===== config.mk =====
export PLATFORM = sky130hd
export DESIGN_NAME = proj_kmer_builder
export DESIGN_NICKNAME = d
export VERILOG_FILES = /design/src/rtl/proj_pkg.sv /design/src/rtl/proj_kmer_out_reg.sv /design/src/rtl/proj_kmer_builder.sv
export SDC_FILE = /design/constraint.sdc
export NUM_CORES = 1
export LEC_CHECK = 0
export CAP_MARGIN = 30
export CORE_MARGIN = 2
export CORE_UTILIZATION = 53
export DETAILED_ROUTE_END_ITERATION = 6
export PLACE_DENSITY = 0.88
export SYNTH_ARGS = -nofsm -noshare
export SYNTH_HDL_FRONTEND = slang
export SYNTH_SLANG_ARGS = --single-unit

===== constraint.sdc =====
create_clock -name clk -period 2.1 [get_ports clk]
set_input_delay 0.525 -clock clk [delete_from_list [all_inputs] [get_ports clk]]
set_output_delay 0.525 -clock clk [all_outputs]
set_load 0.005 [all_outputs]

===== src/rtl/proj_pkg.sv =====
// Shared constants and types for the k-mer builder / hasher / sorter pipeline.
package proj_pkg;

    localparam int KMER_LEN                = 16;
    localparam int BASE_LEN                = 2;
    localparam int HASHER_SORTER_SIGNATURE = 32;
    localparam int KMER_BITS               = KMER_LEN * BASE_LEN;
    localparam int KMER_IDX_BITS           = 16;

    typedef logic [BASE_LEN-1:0] base_t;

    localparam base_t BASE_A = 2'd0;
    localparam base_t BASE_C = 2'd1;
    localparam base_t BASE_G = 2'd2;
    localparam base_t BASE_T = 2'd3;

    typedef enum logic {
        ST_FILL,
        ST_STREAM
    } kmer_state_e;

endpackage


===== src/rtl/proj_kmer_out_reg.sv =====
// Single-entry valid/ready output register with pass-through drain; a load
// while the held entry is being consumed keeps valid high with the new entry.
module proj_kmer_out_reg #(
    parameter int DATA_BITS = 32,
    parameter int IDX_BITS  = 16
) (
    input  logic                 clk,
    input  logic                 rst,
    input  logic                 load_i,
    input  logic [DATA_BITS-1:0] data_i,
    input  logic                 last_i,
    input  logic [IDX_BITS-1:0]  index_i,
    input  logic                 ready_i,
    output logic                 valid_o,
    output logic [DATA_BITS-1:0] data_o,
    output logic                 last_o,
    output logic [IDX_BITS-1:0]  index_o
);

    logic                 valid_q;
    logic [DATA_BITS-1:0] data_q;
    logic                 last_q;
    logic [IDX_BITS-1:0]  index_q;

    // NOTE: sequential state uses non-blocking assignments only, so every
    // register samples the pre-edge values of its neighbours.
    always_ff @(posedge clk) begin
        if (rst) begin
            valid_q <= 1'b0;
            data_q  <= '0;
            last_q  <= 1'b0;
            index_q <= '0;
        end else if (load_i) begin
            valid_q <= 1'b1;
            data_q  <= data_i;
            last_q  <= last_i;
            index_q <= index_i;
        end else if (ready_i) begin
            valid_q <= 1'b0;
        end
    end

    assign valid_o = valid_q;
    assign data_o  = data_q;
    assign last_o  = last_q;
    assign index_o = index_q;

endmodule


===== src/rtl/proj_kmer_builder.sv =====
// Sliding-window k-mer builder: shifts in 2-bit bases and emits one packed
// k-mer per window position, restarting the window at every sequence end.
module proj_kmer_builder #(
    parameter int KMER_LEN         = proj_pkg::KMER_LEN,
    parameter int BASE_BITS        = proj_pkg::BASE_LEN,
    parameter int HASHER_DATA_BITS = proj_pkg::HASHER_SORTER_SIGNATURE,
    parameter int IDX_BITS         = proj_pkg::KMER_IDX_BITS
) (
    input  logic                        clk,
    input  logic                        rst,
    input  logic                        base_valid,
    output logic                        base_ready,
    input  logic [BASE_BITS-1:0]        base_data,
    input  logic                        base_last,
    output logic                        kmer_valid,
    input  logic                        kmer_ready,
    output logic [HASHER_DATA_BITS-1:0] kmer_data,
    output logic                        kmer_last,
    output logic [IDX_BITS-1:0]         kmer_index,
    output logic                        short_seq
);

    import proj_pkg::*;

    localparam int WIN_BITS  = KMER_LEN * BASE_BITS;
    localparam int FILL_BITS = $clog2(KMER_LEN + 1);
    localparam logic [FILL_BITS-1:0] FILL_LAST = FILL_BITS'(KMER_LEN - 1);

    kmer_state_e          state_q, state_d;
    logic [WIN_BITS-1:0]  window_q, window_d, window_shift;
    logic [FILL_BITS-1:0] fill_q, fill_d;
    logic [IDX_BITS-1:0]  pos_q, pos_d;
    logic                 short_q, short_d;
    logic                 accept, emit;

    assign base_ready   = !rst && (!kmer_valid || kmer_ready);
    assign accept       = base_valid && base_ready;
    assign window_shift = {window_q[WIN_BITS-BASE_BITS-1:0], base_data};
    // The base that completes the first window emits in the same accept.
    assign emit         = accept && (state_q == ST_STREAM || fill_q == FILL_LAST);

    // NOTE: every signal written here gets a default first, so no path
    // leaves it unassigned and no latch is inferred.
    always_comb begin
        state_d  = state_q;
        window_d = window_q;
        fill_d   = fill_q;
        pos_d    = pos_q;
        short_d  = 1'b0;
        if (accept) begin
            if (emit) begin
                pos_d = pos_q + IDX_BITS'(1);
            end
            if (base_last) begin
                state_d  = ST_FILL;
                window_d = '0;
                fill_d   = '0;
                pos_d    = '0;
                short_d  = !emit;
            end else begin
                window_d = window_shift;
                if (state_q == ST_FILL) begin
                    fill_d = fill_q + FILL_BITS'(1);
                    if (fill_q == FILL_LAST) begin
                        state_d = ST_STREAM;
                    end
                end
            end
        end
    end

    always_ff @(posedge clk) begin
        if (rst) begin
            state_q  <= ST_FILL;
            window_q <= '0;
            fill_q   <= '0;
            pos_q    <= '0;
            short_q  <= 1'b0;
        end else begin
            state_q  <= state_d;
            window_q <= window_d;
            fill_q   <= fill_d;
            pos_q    <= pos_d;
            short_q  <= short_d;
        end
    end

    assign short_seq = short_q;

    proj_kmer_out_reg #(
        .DATA_BITS (HASHER_DATA_BITS),
        .IDX_BITS  (IDX_BITS)
    ) u_out_reg (
        .clk     (clk),
        .rst     (rst),
        .load_i  (emit),
        .data_i  (HASHER_DATA_BITS'(window_shift)),
        .last_i  (base_last),
        .index_i (pos_q),
        .ready_i (kmer_ready),
        .valid_o (kmer_valid),
        .data_o  (kmer_data),
        .last_o  (kmer_last),
        .index_o (kmer_index)
    );

endmodule


---- Yosys cells after proc, flatten, opt, wreduce, memory -nomap -nowiden ----
Index checks and enable logic that the tools add are counted.
operators by class
  add/subtract/negate cells ............... 2
  equal/unequal tests ..................... 2
  mux-type cells .......................... 10
  bitwise operators ....................... 2
  reductions and logical operators ........ 13
operator list
  cell                     number
  $mux W16                 2
  $mux W30                 1
  $add A16 B1 Y16 const B  1
  $mux W5                  2
  $add A5 B1 Y5 const B    1
  $eq A5 B4 Y1 const B     1
  $mux W1                  5
  $reduce_and A2 Y1        2
  $reduce_bool A2 Y1       2
  $logic_and A1 B1 Y1      3
  $logic_not A1 Y1         3
  $reduce_or A3 Y1         1
  $logic_or A1 B1 Y1       2
  $ne A2 B2 Y1 const B     1
  $not A1 Y1               2
storage, ports and cells
  register bits ........................... 103
  bits of input ports ..................... 7
  output and inout port bits .............. 52
  logic and storage cells ................. 38

---- Logic depth before layout (Yosys ltp) ----
  word-level depth ........................ 7
  mapped depth ............................ 9
  mapped depth without buffers ............ 8

---- Hierarchy ----
From an unflattened synthesis, not the netlist that was laid out.
unflattened totals
  cell total of the unflattened synthesis .. 430
  area, all modules ....................... 4,087.7 um^2
by module, submodules not included
  module             times used  cells an instance  area an instance (um^2)  sequential area each (um^2)
  proj_kmer_builder  1           267                2,285.9                  1,061.0
  proj_kmer_out_reg  1           163                1,801.7                  1,001.0

---- Worst setup path after synthesis ----
No wires, ideal clock.
  kind .................................... flip-flop to flip-flop
  from .................................... register fill_q[0]
  to ...................................... register pos_q[0]
  setup time .............................. 0.117 ns
  data arrival time ....................... 1.731 ns
  required time ........................... 1.983 ns
  path slack .............................. 0.252 ns
  stages on the path, launching flop included .. 10
  buffers on the path ..................... 2
  path through ............................ dfxtp_1 ha_1 and3_1 ha_1 or2_4 and3_4 buf_6 buf_6 xnor2_1 nor2_1
between the ends
  word-level cells in the longest chain between the ends .. 5
RTL lines
  what                          RTL line                 text
  from (decl)                   proj_kmer_builder.sv:31  logic [FILL_BITS-1:0] fill_q, fill_d;
  from (signal assigned)        proj_kmer_builder.sv:82  fill_q <= fill_d;
  $eq A5 B4 Y1                  proj_kmer_builder.sv:40  assign emit = accept && (state_q == ST_STREAM || fill_q == FILL_LAST);
  $logic_or A1 B1 Y1            proj_kmer_builder.sv:40
  $logic_and A1 B1 Y1           proj_kmer_builder.sv:40
  $reduce_bool A2 Y1 (no line)  n/a
  $reduce_and A2 Y1 (no line)   n/a
  to (signal assigned)          proj_kmer_builder.sv:83  pos_q <= pos_d;
  to (decl)                     proj_kmer_builder.sv:32  logic [IDX_BITS-1:0] pos_q, pos_d;
Every way passes these cells.
A chain may end at the register's enable or synchronous reset.

---- Worst setup path in the final report ----
  from .................................... input port kmer_ready
  to ...................................... output port base_ready
between the ends
  word-level cells in the longest chain between the ends .. 2
RTL lines
  what                 RTL line                 text
  from (decl)          proj_kmer_builder.sv:16  input logic kmer_ready,
  $logic_or A1 B1 Y1   proj_kmer_builder.sv:36  assign base_ready = !rst && (!kmer_valid || kmer_ready);
  $logic_and A1 B1 Y1  proj_kmer_builder.sv:36
  to (decl)            proj_kmer_builder.sv:12  output logic base_ready,
Every way passes these cells.

==> results.sh <==
export IMPL_status="completed"
export IMPL_layout_area_overhead_vs_synth_pct=21.8
export IMPL_overflow=0
export IMPL_power_static_leakage_nw=1.61
export IMPL_die_y_um=90.8
export IMPL_min_period_ps=2000
export IMPL_yosys_area_share_simple=0.241
export IMPL_final_cells=659
export IMPL_die_w_um=90.8
export IMPL_cts_hold_buf=0
export IMPL_drt_iter0_drc=249
export IMPL_hp_class="reg2reg"
export IMPL_dr_total_vias=3516
export IMPL_via_per_inst=5.34
export IMPL_async_flop_share=0
export IMPL_syn_inst=502
export IMPL_fin_crit_sh=0.953
export IMPL_synth_adder_area_share=0.00940
export IMPL_dieArea_um2=8250
export IMPL_irDropWorstVdd_mv=0.375
export IMPL_clockBufferDepth=2
export IMPL_ys_ff_latch=103
export IMPL_drt_first_pass_iters=5
export IMPL_synth_xor_area_frac=0.00439
export IMPL_drc=0
export IMPL_synth_fp_nets=512
export IMPL_gp_routability_congestion=0.829
export IMPL_grt_pass1_vias=3306
export IMPL_cts_root_buf="clkbuf_8"
export IMPL_grt_pass1_wl_um=14700
export IMPL_crit_path_start_kind="primary input"
export IMPL_synth_area_um2=3990
export IMPL_cp_end_kind="primary output"
export IMPL_setup_violations=0
export IMPL_timing_critical_path_buf_inv=2
export IMPL_placed_area_um2=4680
export IMPL_setup_tns_ps=0
export IMPL_nets=566
export IMPL_dp_cells=644
export IMPL_antenna_cells=0
export IMPL_ioPinCount=59
export IMPL_critPathSlowestCell="clkdlybuf4s50_1"
export IMPL_antenna_found_initial=0
export IMPL_grt_use_total=0.214
export IMPL_critPathMaxFanout=2
export IMPL_crit_path_cell_trace="clkdlybuf4s50_1, nand2b_1, nor2b_1, dlygate4sd2_1"
export IMPL_cp_top_family="buffers and inverters"
export IMPL_synth_avg_cell_area_um2=7.96
export IMPL_worstSetupPathType="in2out"
export IMPL_maxCapViolations=0
export IMPL_max_freq_mhz=500
export IMPL_worst_pin_slew_ps=456
export IMPL_yosys_warnings=0
export IMPL_cts_sinks=103
export IMPL_synthFlopType="dfxtp_1"
export IMPL_p_per_area_nw_per_um2=672
export IMPL_std_cell_rows=31
export IMPL_synth_top_family_by_area="simple AND/OR/NAND/NOR gates"
export IMPL_clkLatencyLatePin_ps=350
export IMPL_final_cell_area_um2=4870
export IMPL_crit_arrival_ps=1480
export IMPL_synth_edf_count=0
export IMPL_dp_hpwl_um=6050
export IMPL_routedWlPerCell_um=12.9
export IMPL_drive_gt1_frac=0.0839
export IMPL_htree_levels=3
export IMPL_start_util=0.548
export IMPL_clk_pin_slew_ps=90
export IMPL_io_buffers=58
export IMPL_grt_max_degree=43
export IMPL_synth_compound_area_share=0.168
export IMPL_grt_setup_unrepaired="true"
export IMPL_drv_slew=0
export IMPL_fin_worst_skew_ps=8.78
export IMPL_cts_buffers=9
export IMPL_routed_wl_um=8510
export IMPL_max_stage_delay_ps=390
export IMPL_yosysSeqAreaShare=0.516
export IMPL_ant_nets=0
export IMPL_synthDistinctLibCells=46
export IMPL_cts_tree="yes"
export IMPL_required_ps=1570
export IMPL_synthMuxAreaShare=0.00251
export IMPL_finalHoldViolations=0
export IMPL_finalCoreUtilization=0.667
export IMPL_relSlewSlack=0.693
export IMPL_core_area_um2=7290
==> registers in the layout, indices dropped and copies added (netlist names) <==
register and count:
u_out_reg.data_o 32, window_q 30, pos_q 16, u_out_reg.index_o 16, fill_q 5, short_seq 1
state_q 1, u_out_reg.last_o 1, u_out_reg.valid_o 1
==> cell families after synthesis <==
kind of cell | Yosys count
fa+ha+maj | 3
flops | 103
buf+inv | 43
compound gates | 126
xor+xnor | 2
simple gates | 224
mux | 1
==> layout make-up <==
class,instances,area (um2)
clock buffer,12,145
clock inverter,3,43.8
fill,606,2430
inverter,5,18.8
multi-input combinational,356,1700
sequential,103,2060
tap,99,124
timing repair buffer,81,772
==> synth_stat cells, types with 5 or more instances <==
library cell  count  area [um2]
a21oi_1          95         475
nor2_1           14        52.6
clkbuf_1          9        33.8
nand2_1         171         642
buf_2            17        85.1
nand4_1           5        31.3
inv_1             5        18.8
buf_4             5        37.5
dfxtp_1         103        2060
o21ai_0          12        60.1
nand3_1          10        50.1
==> path summary, 6_finish.rpt <==
check,startpoint,end,slack (ps),cells after the start
max,kmer_ready,base_ready,100,4
min,u_out_reg.index_o[4],u_out_reg.index_o[4],460,2
max reg2reg,fill_q[0],pos_q[10],120,9
min reg2reg,u_out_reg.index_o[4],u_out_reg.index_o[4],460,2
==> cell usage in the layout, fill, tap and decap left out, drive strengths merged, types with 5 or more instances in the layout <==
cell | Yosys | routed
a21oi | 96 | 96
nor2 | 15 | 15
clkdlybuf4s50 | 0 | 56
nand3 | 11 | 11
inv | 5 | 5
nand4 | 6 | 6
dfxtp | 103 | 103
nand2 | 171 | 171
o21ai | 15 | 15
clkbuf | 10 | 12
buf | 28 | 24
nor3 | 5 | 5
==> through the flow <==
stage	setup slack [ps]	total power, mW	hold slack (ps)
after global placement	-131	2.12	443
after global routing	-3.05	3.38	477
after CTS	61.6	3.28	459
final	98.8	3.27	457
after detailed placement	-179	2.12	446
after floorplan	252	2.08	432
==> layer usage <==
metal	wire [um]	up-vias	track usage
met5	0	-	0
met4	135	0	0.0846
met3	433	11	0.0317
met2	4170	103	0.370
met1	3770	1626	0.270
li1	-	1776	-
==> where the power goes <==
| part | internal (mW) | switching (mW) | leakage (nW) |
|---|---|---|---|
| sequential | 1.96 | 0.00304 | 0.830 |
| clock | 0.579 | 0.613 | 0.0964 |
| combinational | 0.0395 | 0.0785 | 0.683 |
| total | 2.57 | 0.694 | 1.61 |
==> worst register-to-register path, cell delays in order (launching register included) <==
cell and delay (ps):
dfxtp_2 340, ha_1 220, and3_1 190, ha_1 190
or2_4 250, and3_4 230, buf_12 140, nor2_4 160
a21oi_1 60, mux2i_1 140
==> what timing repair did <==
item                                   4_1_cts  5_1_grt
setup endpoints to repair                    1        4
pin swaps                                    0        1
endpoints found under the hold margin        0        0
resized for setup                            1        2
setup buffers                                0        0
Note: power is estimated with default switching activity, not from simulation.
